<file path="src/rtl/mem_stage.sv">
// mem_stage: RV32 memory-access stage; issues loads/stores over a req/ack handshake and registers the writeback bundle.
// Ports: clk/rst (sync, active-high); execute bundle valid_i/pc_i/alu_res_i/rs2data_i/funct3_i/memren_i/memwren_i/wbsel_i/rd_i/regwren_i;
//        stall_o back to execute; dmem_req_o/we_o/addr_o/be_o/wdata_o/rdata_i/ack_i to data memory;
//        writeback bundle valid_o/rd_o/regwren_o/wbdata_o/misalign_o.
// Define MEM_STAGE_MISALIGN_CHECK_EN to trap misaligned half/word accesses instead of issuing them.
module mem_stage #(
  parameter int AWIDTH = 32,
  parameter int DWIDTH = 32
) (
  input  logic              clk,
  input  logic              rst,
  input  logic              valid_i,
  input  logic [AWIDTH-1:0] pc_i,
  input  logic [DWIDTH-1:0] alu_res_i,
  input  logic [DWIDTH-1:0] rs2data_i,
  input  logic [2:0]        funct3_i,
  input  logic              memren_i,
  input  logic              memwren_i,
  input  logic [1:0]        wbsel_i,
  input  logic [4:0]        rd_i,
  input  logic              regwren_i,
  output logic              stall_o,
  output logic              dmem_req_o,
  output logic              dmem_we_o,
  output logic [AWIDTH-1:0] dmem_addr_o,
  output logic [3:0]        dmem_be_o,
  output logic [DWIDTH-1:0] dmem_wdata_o,
  input  logic [DWIDTH-1:0] dmem_rdata_i,
  input  logic              dmem_ack_i,
  output logic              valid_o,
  output logic [4:0]        rd_o,
  output logic              regwren_o,
  output logic [DWIDTH-1:0] wbdata_o,
  output logic              misalign_o
);
  typedef enum logic {IDLE, REQ} state_t;
  state_t state_q, state_d;
  logic [AWIDTH-1:0] pc_q, pc_d, addr_q, addr_d;
  logic [DWIDTH-1:0] alu_q, alu_d, wdata_q, wdata_d, wb_q, wb_d;
  logic [2:0] f3_q, f3_d;
  logic [1:0] sel_q, sel_d;
  logic [4:0] lrd_q, lrd_d, rd_q, rd_d;
  logic [3:0] be_q, be_d;
  logic lwen_q, lwen_d, we_q, we_d, valid_q, valid_d, wen_q, wen_d, mis_q, mis_d;
  logic [1:0] off;
  logic mem_op, mis;
  logic [3:0] be_in;
  logic [DWIDTH-1:0] wdata_in, ld;
  logic [7:0] ld_byte;
  logic [15:0] ld_half;

  function automatic logic [DWIDTH-1:0] wb_mux(input logic [1:0] sel, input logic [DWIDTH-1:0] alu,
                                               input logic [AWIDTH-1:0] pc, input logic [DWIDTH-1:0] ldv);
    return sel == 2'd1 ? ldv : sel == 2'd2 ? DWIDTH'(pc + AWIDTH'(4)) : alu;
  endfunction

  assign off    = alu_res_i[1:0];
  assign mem_op = memren_i | memwren_i;
`ifdef MEM_STAGE_MISALIGN_CHECK_EN
  assign mis = mem_op & (funct3_i[1] ? |off : funct3_i[0] & off[0]);
`else
  assign mis = 1'b0;
`endif
  assign be_in    = funct3_i[1] ? 4'hf : funct3_i[0] ? (off[1] ? 4'hc : 4'h3) : 4'b0001 << off;
  assign wdata_in = funct3_i[1] ? rs2data_i : funct3_i[0] ? {2{rs2data_i[15:0]}} : {4{rs2data_i[7:0]}};
  // funct3[2] set means unsigned load
  assign ld_byte = dmem_rdata_i[{alu_q[1:0], 3'b000} +: 8];
  assign ld_half = alu_q[1] ? dmem_rdata_i[31:16] : dmem_rdata_i[15:0];
  assign ld      = f3_q[1] ? dmem_rdata_i :
                   f3_q[0] ? {{16{~f3_q[2] & ld_half[15]}}, ld_half} : {{24{~f3_q[2] & ld_byte[7]}}, ld_byte};

  always_comb begin
    state_d = state_q;
    pc_d    = pc_q;
    alu_d   = alu_q;
    f3_d    = f3_q;
    sel_d   = sel_q;
    lrd_d   = lrd_q;
    lwen_d  = lwen_q;
    we_d    = we_q;
    addr_d  = addr_q;
    be_d    = be_q;
    wdata_d = wdata_q;
    valid_d = 1'b0;
    rd_d    = rd_q;
    wen_d   = wen_q;
    wb_d    = wb_q;
    mis_d   = mis_q;
    if (state_q == IDLE && valid_i && (!mem_op || mis)) begin
      valid_d = 1'b1;
      rd_d    = rd_i;
      wen_d   = regwren_i & ~mis;
      wb_d    = wb_mux(wbsel_i, alu_res_i, pc_i, alu_res_i);
      mis_d   = mis;
    end else if (state_q == IDLE && valid_i) begin
      state_d = REQ;
      pc_d    = pc_i;
      alu_d   = alu_res_i;
      f3_d    = funct3_i;
      sel_d   = wbsel_i;
      lrd_d   = rd_i;
      lwen_d  = regwren_i;
      we_d    = memwren_i;
      addr_d  = {alu_res_i[AWIDTH-1:2], 2'b00};
      be_d    = be_in;
      wdata_d = wdata_in;
    end else if (state_q == REQ && dmem_ack_i) begin
      state_d = IDLE;
      valid_d = 1'b1;
      rd_d    = lrd_q;
      wen_d   = lwen_q;
      wb_d    = wb_mux(sel_q, alu_q, pc_q, ld);
      mis_d   = 1'b0;
    end
  end

  always_ff @(posedge clk) begin
    if (rst) begin
      state_q <= IDLE;
      pc_q    <= '0;
      alu_q   <= '0;
      f3_q    <= '0;
      sel_q   <= '0;
      lrd_q   <= '0;
      lwen_q  <= 1'b0;
      we_q    <= 1'b0;
      addr_q  <= '0;
      be_q    <= '0;
      wdata_q <= '0;
      valid_q <= 1'b0;
      rd_q    <= '0;
      wen_q   <= 1'b0;
      wb_q    <= '0;
      mis_q   <= 1'b0;
    end else begin
      state_q <= state_d;
      pc_q    <= pc_d;
      alu_q   <= alu_d;
      f3_q    <= f3_d;
      sel_q   <= sel_d;
      lrd_q   <= lrd_d;
      lwen_q  <= lwen_d;
      we_q    <= we_d;
      addr_q  <= addr_d;
      be_q    <= be_d;
      wdata_q <= wdata_d;
      valid_q <= valid_d;
      rd_q    <= rd_d;
      wen_q   <= wen_d;
      wb_q    <= wb_d;
      mis_q   <= mis_d;
    end
  end

  assign stall_o      = state_q == REQ;
  assign dmem_req_o   = state_q == REQ;
  assign dmem_we_o    = we_q;
  assign dmem_addr_o  = addr_q;
  assign dmem_be_o    = be_q;
  assign dmem_wdata_o = wdata_q;
  assign valid_o      = valid_q;
  assign rd_o         = rd_q;
  assign regwren_o    = wen_q;
  assign wbdata_o     = wb_q;
  assign misalign_o   = mis_q;
endmodule
</file>
<file path="config.mk">
export PLATFORM = sky130hd
export DESIGN_NAME = mem_stage
export DESIGN_NICKNAME = d
export VERILOG_FILES = /design/src/rtl/mem_stage.sv
export SDC_FILE = /design/constraint.sdc
export NUM_CORES = 1
export LEC_CHECK = 0
export CELL_PAD_IN_SITES_DETAIL_PLACEMENT = 1
export CELL_PAD_IN_SITES_GLOBAL_PLACEMENT = 2
export CORE_MARGIN = 3
export CORE_UTILIZATION = 26
export CTS_CLUSTER_SIZE = 16
export DETAILED_ROUTE_END_ITERATION = 16
export PLACE_DENSITY = 0.86
export RECOVER_POWER = 25
export SYNTH_ARGS = -nofsm -noshare
export SYNTH_HDL_FRONTEND = slang
export SYNTH_SLANG_ARGS = --single-unit
</file>
<file path="constraint.sdc">
create_clock -name clk -period 3.1 [get_ports clk]
set_input_delay 0.465 -clock clk [delete_from_list [all_inputs] [get_ports clk]]
set_output_delay 0.465 -clock clk [all_outputs]
set_load 0.01 [all_outputs]
</file>
* Word-level counts from Yosys, hierarchy flattened *
Cells that the tools add are included.

operators by class
  reductions and logical operators = 9
  bitwise operators = 6
  mux-type cells = 26
  eq/ne operators = 5
  $add $sub $neg = 2
  shift-type cells = 2

operators by type and width
  operator                 number
  $mux W32                 11
  $add A32 B3 Y32 const B  2
  $shiftx A32 B6 Y8        1
  $mux W16                 1
  $mux W5                  3
  $mux W4                  3
  $mux W1                  8
  $reduce_and A2 Y1        3
  $eq A2 B1 Y1 const B     2
  $eq A2 B2 Y1 const B     2
  $reduce_bool A2 Y1       2
  $shl A1 B2 Y4 const A    1
  $logic_and A1 B1 Y1      3
  $not A1 Y1               3
  $and A1 B1 Y1            2
  $ne A2 B1 Y1 const B     1
  $logic_not A1 Y1         1
  $or A1 B1 Y1             1

storage, ports and cells
  output and inout bits = 111
  flip-flop bits (word level) = 182

* Logic depth before layout (Yosys ltp) *
Gate-level depths: netlist (run 1).

  depth after elaboration = 8
  mapped depth = 8
  gate-level depth less buffers = 7

* Worst setup path after synthesis (run 1) *
Ideal clock, no wire load.

  kind = register -> register
  from = reg pc_q[4]
  to = reg wb_q[29] (netlist: wbdata_o[29])
  setup time = 0.124 ns
  stages on the path, launching flop included = 9
  required time = 2.976 ns
  arrival = 2.066 ns
  path buffers = 2
  setup slack = 0.910 ns
  period minus slack after synthesis = 2.190 ns
  cell sequence = dfxtp_1 and4_1 buf_2 or4b_1 buf_6 nor3_2 mux2_2 a211oi_1 o21ai_0

on the way
  longest elaborated chain between the ends = 6

RTL lines
  element                   RTL line  RTL
  start: declaration        38        logic [AWIDTH-1:0] pc_q, pc_d, addr_q, addr_d;
  start signal: assignment  137       pc_q <= pc_d;
  $add A32 B3 Y32           54        return sel == 2'd1 ? ldv : sel == 2'd2 ? DWIDTH'(pc + AWIDTH'(4)) : alu;
  $mux W32 (2 in series)    54
  $mux W32                  107       end else if (state_q == REQ && dmem_ack_i) begin
  $mux W32                  95        end else if (state_q == IDLE && valid_i) begin
  $mux W32                  89        if (state_q == IDLE && valid_i && (!mem_op || mis)) begin
  end signal: assignment    150       wb_q <= wb_d;
  end: declaration          39        logic [DWIDTH-1:0] alu_q, alu_d, wdata_q, wdata_d, wb_q, wb_d;

Every way passes these cells. The select of a mux whose other input is x is not followed.
A chain may end at the register's enable or synchronous reset.

* Final worst setup path (run 1) *
  from = in valid_i
  to = reg wdata_q[23] (netlist: dmem_wdata_o[23])

on the way
  longest elaborated chain between the ends = 4

RTL lines
  element                               RTL line  RTL
  start: declaration                    12        input logic valid_i,
  $logic_and A1 B1 Y1 *                 89, 95
  $logic_and A1 B1 Y1                   89
  $not A1 Y1 (no source line)           -
  $reduce_and A2 Y1 (no source line) *  -
  end signal: assignment                146       wdata_q <= wdata_d;
  end: declaration                      39

Every way passes the cells marked *; elsewhere a longest branch is shown, timed or not.

==> flow_metrics.tcl, run 1 <==
set metrics [dict create \
    cts_tree "yes" \
    synth_seq_cells 152 \
    netlist_instances 1226 \
    numClockSinks 152 \
    ys.flop_type "dfxtp_1" \
    combPwrFrac 0.223 \
    power_density_mw_per_mm2 448 \
    via_count 9835 \
    grt_max_degree 117 \
    p_seq_frac 0.403 \
    path_max_fanout 30 \
    p_clk_frac 0.374 \
    regToRegSetupSlack_ns 0.55 \
    slew_headroom 0.0509 \
    drv_slew 0 \
    finalNetCount 1553 \
    drv_cap 0 \
    wire_per_inst_um 21.4 \
    cp.depth 7 \
    area_growth_pct 37.9 \
    synth_area_leaders "dfxtp_1 34%, nand2_1 11%, a21oi_1 8.9%" \
    gp_congestion 0.888 \
    synth_area_per_cell_um2 7.24 \
    port_buffers 252 \
    cp.required_ns 3.45 \
    clk_pin_slew_worst_paths_ns 0.06 \
    cts_resized 0 \
    r2r_cells 6 \
    h-tree-depth 4 \
    p_total_mw 5.48 \
    crit_type "in2reg" \
    die_h_um 191 \
    period_share 0.839 \
    finalSetupViolations 0 \
    pre_cts_slack_ns 0.382 \
    swShare 0.310 \
    syn_area_mm2 0.00887 \
    postCtsSetupRepairBufs 0 \
    cts_buffers 17 \
    fmax_mhz 385 \
    cp-start-kind "primary input" \
    fin_skew_ns 0.0129 \
    drt_iter0_drc 666 \
    antenna_found_initial 1 \
    async_reset_ff_frac 0 \
    antenna_left 0 \
    endpoint_kind "register" \
    path_buf_inv 3 \
    core_mm2 0.0336 \
    hold_class "reg2reg" \
    grt.busiest_layer "met2" \
    drive_gt1_frac 0.0627 \
    cpLargestDelayFamily "buffers and inverters" \
    grt_usage 0.215 \
    gr-total-overflow 0 \
    whs_path_depth 2 \
    synth_cell_types 63 \
    finalHoldViolCount 0 \
    met2_usage 0.348 \
    insertion_delay_ns 0.44 \
    grt_pass1_wl_um 60200 \
    timing.final.ws_setup_ns 0.500 \
    die_area_mm2 0.0364 \
    dr.pass1.iters 5 \
    synth_edf_count 0 \
    met3_usage 0.0401 \
    synth_commonest_cells "255 x nand2_1, 157 x a21oi_1, 152 x dfxtp_1" \
    yosys_warnings 0 \
    holdBufCountCts 0 \
    dp_hpwl_um 29500 \
    status "completed" \
    synth.most_common_cell "nand2_1" \
    initial_utilization 0.264 \
    worst_slew_pin_slew_ns 1.42 \
    root_buffer "clkbuf_16" \
    vdd_ir_drop_max_mv 0.262 \
    grt_pass1_vias 9824 \
    rsz0062_at_grt "false" \
    p_sw_mw 1.70 \
    die_w_um 191 \
    path_common_cell "clkbuf_1" \
    viasPerCell 5.26 \
    worstPathArrival_ns 2.95 \
    tns_ns 0 \
    io_pins 256 \
    cts.path.max_buffers 2 \
    period_minus_slack_ns 2.60 \
    power.leakage_nw 4.23 \
    worstPathCellList "clkdlybuf4s50_1 > nor2b_1 > clkbuf_1 > nor2b_4 > clkbuf_1 > nor2_1 > a211oi_1" \
    wl_um 40000 \
    drc 0 \
    p_int_mw 3.78 \
    synth_top_area_frac 0.343 \
    max_stage_delay_ns 1.03 \
    ys_seq_area_frac 0.343 \
    synth.largest_area_cell "dfxtp_1" \
    fp-row-count 67 \
    cp_slowest_cell "clkbuf_1" \
    met1_usage 0.289 \
]
tightest hold or removal path, cell delays in order, from the launching register on:
cell and delay, ns:
dfxtp_1 0.31, nand2_1 0.05, a21oi_1 0.05
cell type report:
type                       count  area, um2
inverter                      18       67.6
clock inverter                13        126
sequential                   152       3050
timing repair buffer         289       2820
fill                        4066      21400
clock buffer                  19        443
multi-input combinational    928       5170
tap                          448        561
antenna                        1       2.50
final timing paths:
check / start / end
setup reg to reg: pc_q[6] / wbdata_o[29]
hold / removal: dmem_wdata_o[7] / dmem_wdata_o[7]
setup / recovery: valid_i / dmem_wdata_o[23]
hold reg to reg: dmem_wdata_o[7] / dmem_wdata_o[7]
cell families (layout without fill, tap and decap cells):
| group | after synthesis | count (layout) | synth area share |
|---|---|---|---|
| DFF | 152 | 152 | 0.343 |
| muxes | 25 | 25 | 0.0292 |
| buffers and inverters | 148 | 339 | 0.0781 |
| xor gates and xnor gates | 48 | 48 | 0.0474 |
| AOI/OAI and AO/OA | 333 | 333 | 0.230 |
| and+or+nand+nor | 516 | 516 | 0.268 |
| other | 1 | 4 | 0.000423 |
| adders and majority gates | 3 | 3 | 0.00395 |
power groups by stage:
stage          Combinational [mW]  Sequential, mW  Clock [mW]
2_1_floorplan               0.588            2.23           0
3_3_place_gp                 1.21            2.25           0
3_5_place_dp                 1.22            2.25           0
4_1_cts                      1.23            2.21        2.11
5_1_grt                      1.33            2.23        2.19
6_report                     1.22            2.21        2.05
state kept, by name, indices dropped and copies added, names as in the netlist, 2 cells and up:
| name | flops |
|---|---|
| alu_q | 32 |
| dmem_be_o | 4 |
| dmem_wdata_o | 32 |
| f3_q | 3 |
| lrd_q | 5 |
| pc_q | 32 |
| rd_o | 5 |
| sel_q | 2 |
| wbdata_o | 32 |
through the flow:
step / utilization / hold slack (ns) / area [um2] / cells
6_report: 0.364 / 0.453 / 12200 / 1868
5_1_grt: 0.364 / 0.471 / 12200 / 1868
4_1_cts: 0.365 / 0.455 / 12300 / 1867
3_5_place_dp: 0.348 / 0.446 / 11700 / 1835
3_3_place_gp: 0.348 / 0.443 / 11700 / 1835
2_1_floorplan: - / 0.434 / 8880 / 1228
metal layers:
metal | share of wire | vias up
met5 | 0 | -
met1 | 0.45 | 4846
li1 | - | 4648
met2 | 0.47 | 289
met3 | 0.053 | 52
met4 | 0.025 | 0
cells in the final DEF (no fill, tap or decap), types with 28 or more instances in the layout:
master and n:
nor2b_1 32, a21oi_1 157, nor2_1 70, nand3_1 30
xnor2_1 28, buf_4 32, nor3_1 65, dfxtp_1 150
nand2_1 255, o21ai_0 42, clkdlybuf4s50_1 251
Note: power is estimated with default switching activity, not from simulation.
==> run 2: changes to the inputs <==
--- a/config.mk
+++ b/config.mk
@@ -8,10 +8,10 @@
 export CELL_PAD_IN_SITES_DETAIL_PLACEMENT = 1
 export CELL_PAD_IN_SITES_GLOBAL_PLACEMENT = 2
 export CORE_MARGIN = 3
-export CORE_UTILIZATION = 26
+export CORE_UTILIZATION = 24
 export CTS_CLUSTER_SIZE = 16
 export DETAILED_ROUTE_END_ITERATION = 16
-export PLACE_DENSITY = 0.86
+export PLACE_DENSITY = 0.84
 export RECOVER_POWER = 25
 export SYNTH_ARGS = -nofsm -noshare
 export SYNTH_HDL_FRONTEND = slang
==> constraint.sdc (replaced) <==
create_clock -name clk -period 2.2 [get_ports clk]
set_input_delay 0.33 -clock clk [delete_from_list [all_inputs] [get_ports clk]]
set_output_delay 0.33 -clock clk [all_outputs]
set_load 0.01 [all_outputs]
==> run 2 against run 1 <==
  * Design area is 9.6% higher
  * Combinational power is 59% higher
  * Clock power is 62% higher
  * Register-to-register slack worse by 0.51 ns
  * Largest cell class unchanged
  * Final cell count is 6.6% higher
  * Routed wire length is 6.8% higher
  * Setup slack worse by 0.46 ns
  * Via count is 5.5% higher
  * Largest power group is now the clock network
  * Worst hold slack worse by 0.097 ns
  * Sequential power is 40% higher
==> flow_metrics.tcl, run 2 (same netlist as run 1, synthesis figures left out) <==
set metrics [dict create \
    wire_per_inst_um 21.4 \
    cpLargestDelayFamily "simple AND/OR/NAND/NOR gates" \
    via_count 10373 \
    core_mm2 0.0360 \
    drt_iter0_drc 587 \
    period_minus_slack_ns 2.16 \
    die_area_mm2 0.0393 \
    rsz0062_at_grt "true" \
    die_h_um 198 \
    final_cell_mix "253 x nand2_1, 222 x clkdlybuf4s50_1, 157 x a21oi_1, 144 x dfxtp_1, 126 x buf_4" \
    numClockSinks 152 \
    grt_pass1_vias 10761 \
    slew_headroom 0.381 \
    power.leakage_nw 4.99 \
    die_w_um 198 \
    finalHoldViolCount 0 \
    met3_usage 0.0430 \
    final_cell_count_no_fill 1992 \
    dr.pass1.iters 5 \
    crit_type "reg2reg" \
    insertion_delay_ns 0.45 \
    wl_um 42700 \
    vdd_ir_drop_max_mv 0.583 \
    drc 0 \
    tns_ns 0 \
    drv_cap 0 \
    endpoint_kind "register" \
    design_area_mm2 0.0134 \
    worstPathArrival_ns 2.51 \
    clk_pin_slew_worst_paths_ns 0.07 \
    fmax_mhz 462 \
    grt.busiest_layer "met2" \
    cts.path.max_buffers 2 \
    grt_max_degree 56 \
    layout_commonest_cell "nand2_1" \
    hold_ws_ns 0.356 \
    finalSetupViolations 0 \
    initial_utilization 0.246 \
    grt_pass1_wl_um 64400 \
    holdBufCountCts 0 \
    cts_buffers 17 \
    power_density_mw_per_mm2 623 \
    dp_hpwl_um 32700 \
    io_pins 256 \
    worst_slew_pin_slew_ns 0.929 \
    gr-total-overflow 0 \
    grt_usage 0.214 \
    status "completed" \
    finalNetCount 1663 \
    fillers 4316 \
    drive_gt1_frac 0.141 \
    fin_skew_ns 0.0153 \
    max_stage_delay_ns 0.57 \
    antenna_left 0 \
    area_growth_pct 51.1 \
    period_share 0.983 \
    drv_slew 0 \
    port_buffers 252 \
    met2_usage 0.350 \
    path_common_cell "buf_4" \
    cts_tree "yes" \
    cp_slowest_cell "or4_4" \
    dp_cells 1956 \
    antenna_found_initial 6 \
    gp_congestion 0.913 \
    fin_util 0.372 \
    worstPathCellList "nand4_4 > buf_4 > or4_4 > nor3_2 > buf_4 > and3_1 > xnor2_1 > a221oi_1" \
    hold_class "in2reg" \
    cp-start-kind "register" \
    h-tree-depth 4 \
    root_buffer "clkbuf_16" \
    met1_usage 0.280 \
    dpl_cell_area_mm2 0.0127 \
    path_max_fanout 5 \
    cp.required_ns 2.54 \
    fp-row-count 69 \
    path_buf_inv 2 \
    viasPerCell 5.21 \
]
run 2: cell count changes in the layout (fill, tap and decap cells not counted), sizes merged:
cell / delta
clkinv: -3
diode: +2
bufinv: +4
buf: +110
clkinvlp: -3
inv: +1
clkdlybuf4s50: -29
dlygate4sd3: +29
run 2: metal layers:
layer  wire length [um]  vias up
met3               2750       62
met5                 24        -
met2              20200      325
li1                   -     4886
met1              18800     5096
met4               1020        4
run 2: final timing paths:
path / startpoint / slack, ns / cells past startpoint / endpoint
worst max-delay path: pc_q[9] / 0.04 / 8 / wbdata_o[28]
worst min-delay path: rst / 0.36 / 2 / alu_q[13]
worst max register to register: pc_q[9] / 0.04 / 8 / wbdata_o[28]
worst min register to register: dmem_wdata_o[4] / 0.46 / 2 / dmem_wdata_o[4]
run 2: layout make-up:
type,count,area [um2],share of cell area
Sequential cell,152,3050,0.228
Tap cell,461,577,0.0430
Clock inverter,12,199,0.0148
Clock buffer,19,433,0.0323
Timing Repair Buffer,399,3830,0.286
Antenna cell,3,7.51,0.000560
Multi-Input combinational cell,928,5240,0.391
Inverter,18,67.6,0.00504
run 2: worst register-to-register path, delay by kind of cell, from the launching register on:
kind,cells,cell delay (ns)
xor gates and xnor gates,1,0.07
buffers and inverters,2,0.33
AOI/OAI and AO/OA,1,0.28
and+or+nand+nor,4,1.03
DFF,1,0.35
run 2: metrics by stage:
step                setup slack [ns]  power, mW
CTS                          0.00509       8.43
detailed placement            -0.266       5.10
floorplan                    0.00985       3.98
finish                        0.0371       8.36
global route                 -0.0276       8.70
global placement              -0.260       5.06
run 2: power by group:
| group | leakage (nW) | internal [mW] | switching (mW) |
|---|---|---|---|
| registers | 1.25 | 2.93 | 0.162 |
| clock network | 0.307 | 2.01 | 1.31 |
| logic | 3.43 | 0.943 | 1.00 |
run 2: repair_timing:
action	4_1_cts	5_1_grt
resized for setup	6	19
pin swaps	0	5
endpoints found under the setup margin	6	13
endpoints found under the hold margin	0	0
gates cloned	0	0
buffers inserted	0	2
==> RTL change, RTL diff (flow settings as in run 2) <==
Make the reset (`rst`) asynchronous in one clocked block.
--- a/src/rtl/mem_stage.sv
+++ b/src/rtl/mem_stage.sv
@@ -114,7 +114,7 @@
     end
   end
 
-  always_ff @(posedge clk) begin
+  always_ff @(posedge clk or posedge rst) begin
     if (rst) begin
       state_q <= IDLE;
       pc_q    <= '0;
Behaviour: differs if rst is asserted again (counterexample within 4 cycles, from zero or initial values and one cycle with rst high); with rst held inactive, the same outputs for 4 cycles.
==> RTL change against run 2 <==
- non-clock buffer count fell by 14
- wire length is 1.5% lower
- utilization shrank 0.74 points
- sequential cell count unchanged
- synthesized area increased by 1.8%
- cell area up 0.39%
- setup slack better by 0.048 ns
- critical path depth is the same
Power is not compared: it rests on default switching activity, and its combinational part moved more than twofold at a synthesized area within 25%.
==> RTL change: results (changes against run 2) <==
metric,value,unit,change
Total GRT Usage,0.209,,was 0.214
Layout clock area frac,0.0502,,was 0.0471
M1 WL,18.4,mm,was 18.8 mm
row count,70,,was 69
critical path's slowest cell,dfrtp_2,,was or4_4
diode count,1,,was 3
Crit Path Max Fanout,11,,was 5
ranking of synthesized cells by area,"dfrtp_1 (42%), nand2_1 (14%), o21ai_0 (3.6%)",,"was dfxtp_1 (34%), nand2_1 (11%), a21oi_1 (8.9%)"
clk_lat worst skew,0.45,ns,about the same
fillcell total,4378,,was 4316
met2 wire len,18.9,mm,was 20.2 mm
routed wire length,42.1,mm,was 42.7 mm
first-pass GRT wire length,63.0,mm,was 64.4 mm
sequential-to-total area share from yosys stat,0.421,,was 0.343
largest net degree at the start of global routing,78,,was 56
count of multi-input gates,852,,was 928
non-clock buffer count,385,,was 399
multi-input logic area,4670,µm²,was 5240 µm²
initial antenna violation count,5,,was 6
mux cell area share after synthesis,0.0248,,was 0.0292
Placed Area,12800,µm²,was 12700 µm²
Final #Nets,1568,,was 1663
compound-gate portion of the synthesized area,0.177,,was 0.230
Layout non-clock buf frac,0.270,,was 0.286
fraction of registers with async set/reset,1.00,,was 0
sequential cell area share,0.283,,was 0.228
Met3 Wirelength,3.56,mm,was 2.75 mm
Hold/Removal Path Class,primary input to async pin,,was primary input to register
leading cell types by count after synthesis,"nand2_1 (334), dfrtp_1 (152), o21ai_0 (65), nor2_1 (62), clkbuf_1 (52)",,"was nand2_1 (255), a21oi_1 (157), dfxtp_1 (152), clkbuf_1 (79), nor2_1 (70)"
clk_skew,0.0116,ns,was 0.0153 ns
DR pass1 iterations,4,,was 5
Vias,9653,,was 10400
post-synthesis xor/xnor area fraction,0.0504,,was 0.0474
Inverters,13,,was 18
proportion of layout cells with a drive suffix above 1,0.133,,was 0.141
max_slew headroom,0.138,,was 0.381
Synth Area in Adders,0.00277,,was 0.00395
Main synth FF type,dfrtp_1,,was dfxtp_1
status,"complete, no violations",,unchanged
CP arrival,2.46,ns,was 2.51 ns
HPWL Detailed,33.0,mm,was 32.7 mm
clock buffers,18,,was 19
initial drt markers,570,,was 587
CP peak stage delay,0.51,ns,was 0.57 ns
distinct cell type count after synthesis,68,,was 63
vias in the first global route,10300,,was 10800
Final GP Congestion,0.924,,was 0.913
-- RTL change: critical path, delay by kind of cell (launching register included) --
kind	cells	cell delay [ns]
flops	1	0.51
compound gates	3	0.66
simple gates	1	0.07
buf+inv	3	0.48
mux	1	0.27
-- RTL change: layer usage --
metal | vias up | track usage
met5 | - | 0
met4 | 10 | 0.0695
met3 | 74 | 0.0671
met2 | 366 | 0.330
met1 | 4741 | 0.271
li1 | 4462 | -
-- RTL change: power groups by stage --
| stage | Clock (mW) | Combinational (mW) | Sequential [mW] |
|---|---|---|---|
| 2_1_floorplan | 0 | 2.07 | 4.24 |
| 3_3_place_gp | 0 | 4.63 | 4.34 |
| 3_5_place_dp | 0 | 4.70 | 4.35 |
| 4_1_cts | 3.56 | 4.75 | 4.32 |
| 5_1_grt | 3.68 | 5.13 | 4.42 |
| 6_report | 3.50 | 4.73 | 4.33 |
-- RTL change: stage by stage --
stage               std cells   util  worst slack (ns)  setup TNS, ns  hold WS (ns)
finish                   1939  0.365            0.0849              0         0.261
global route             1938  0.365           0.00625              0         0.264
CTS                      1938  0.365            0.0266              0         0.135
detailed placement       1906  0.347            -0.266          -3.17         0.463
global placement         1906  0.347            -0.112          -1.09         0.457
floorplan                1122      -           -0.0469          -7.14         0.426
-- RTL change: path summary, 6_finish.rpt --
check	start	endpoint	slack [ns]	cells after the start
max in group asynchronous	rst	rd_o[0]	0.43	3
max reg2reg	sel_q[1]	wbdata_o[31]	0.08	8
max	sel_q[1]	wbdata_o[31]	0.08	8
min reg2reg	lrd_q[3]	lrd_q[3]	0.48	2
min	rst	alu_q[4]	0.26	2
min in group clk	rd_i[0]	lrd_q[0]	0.44	3
-- RTL change: what timing repair did --
item	in CTS	in global routing
setup endpoints to repair	0	6
gates resized for setup	0	4
setup buffers	0	0
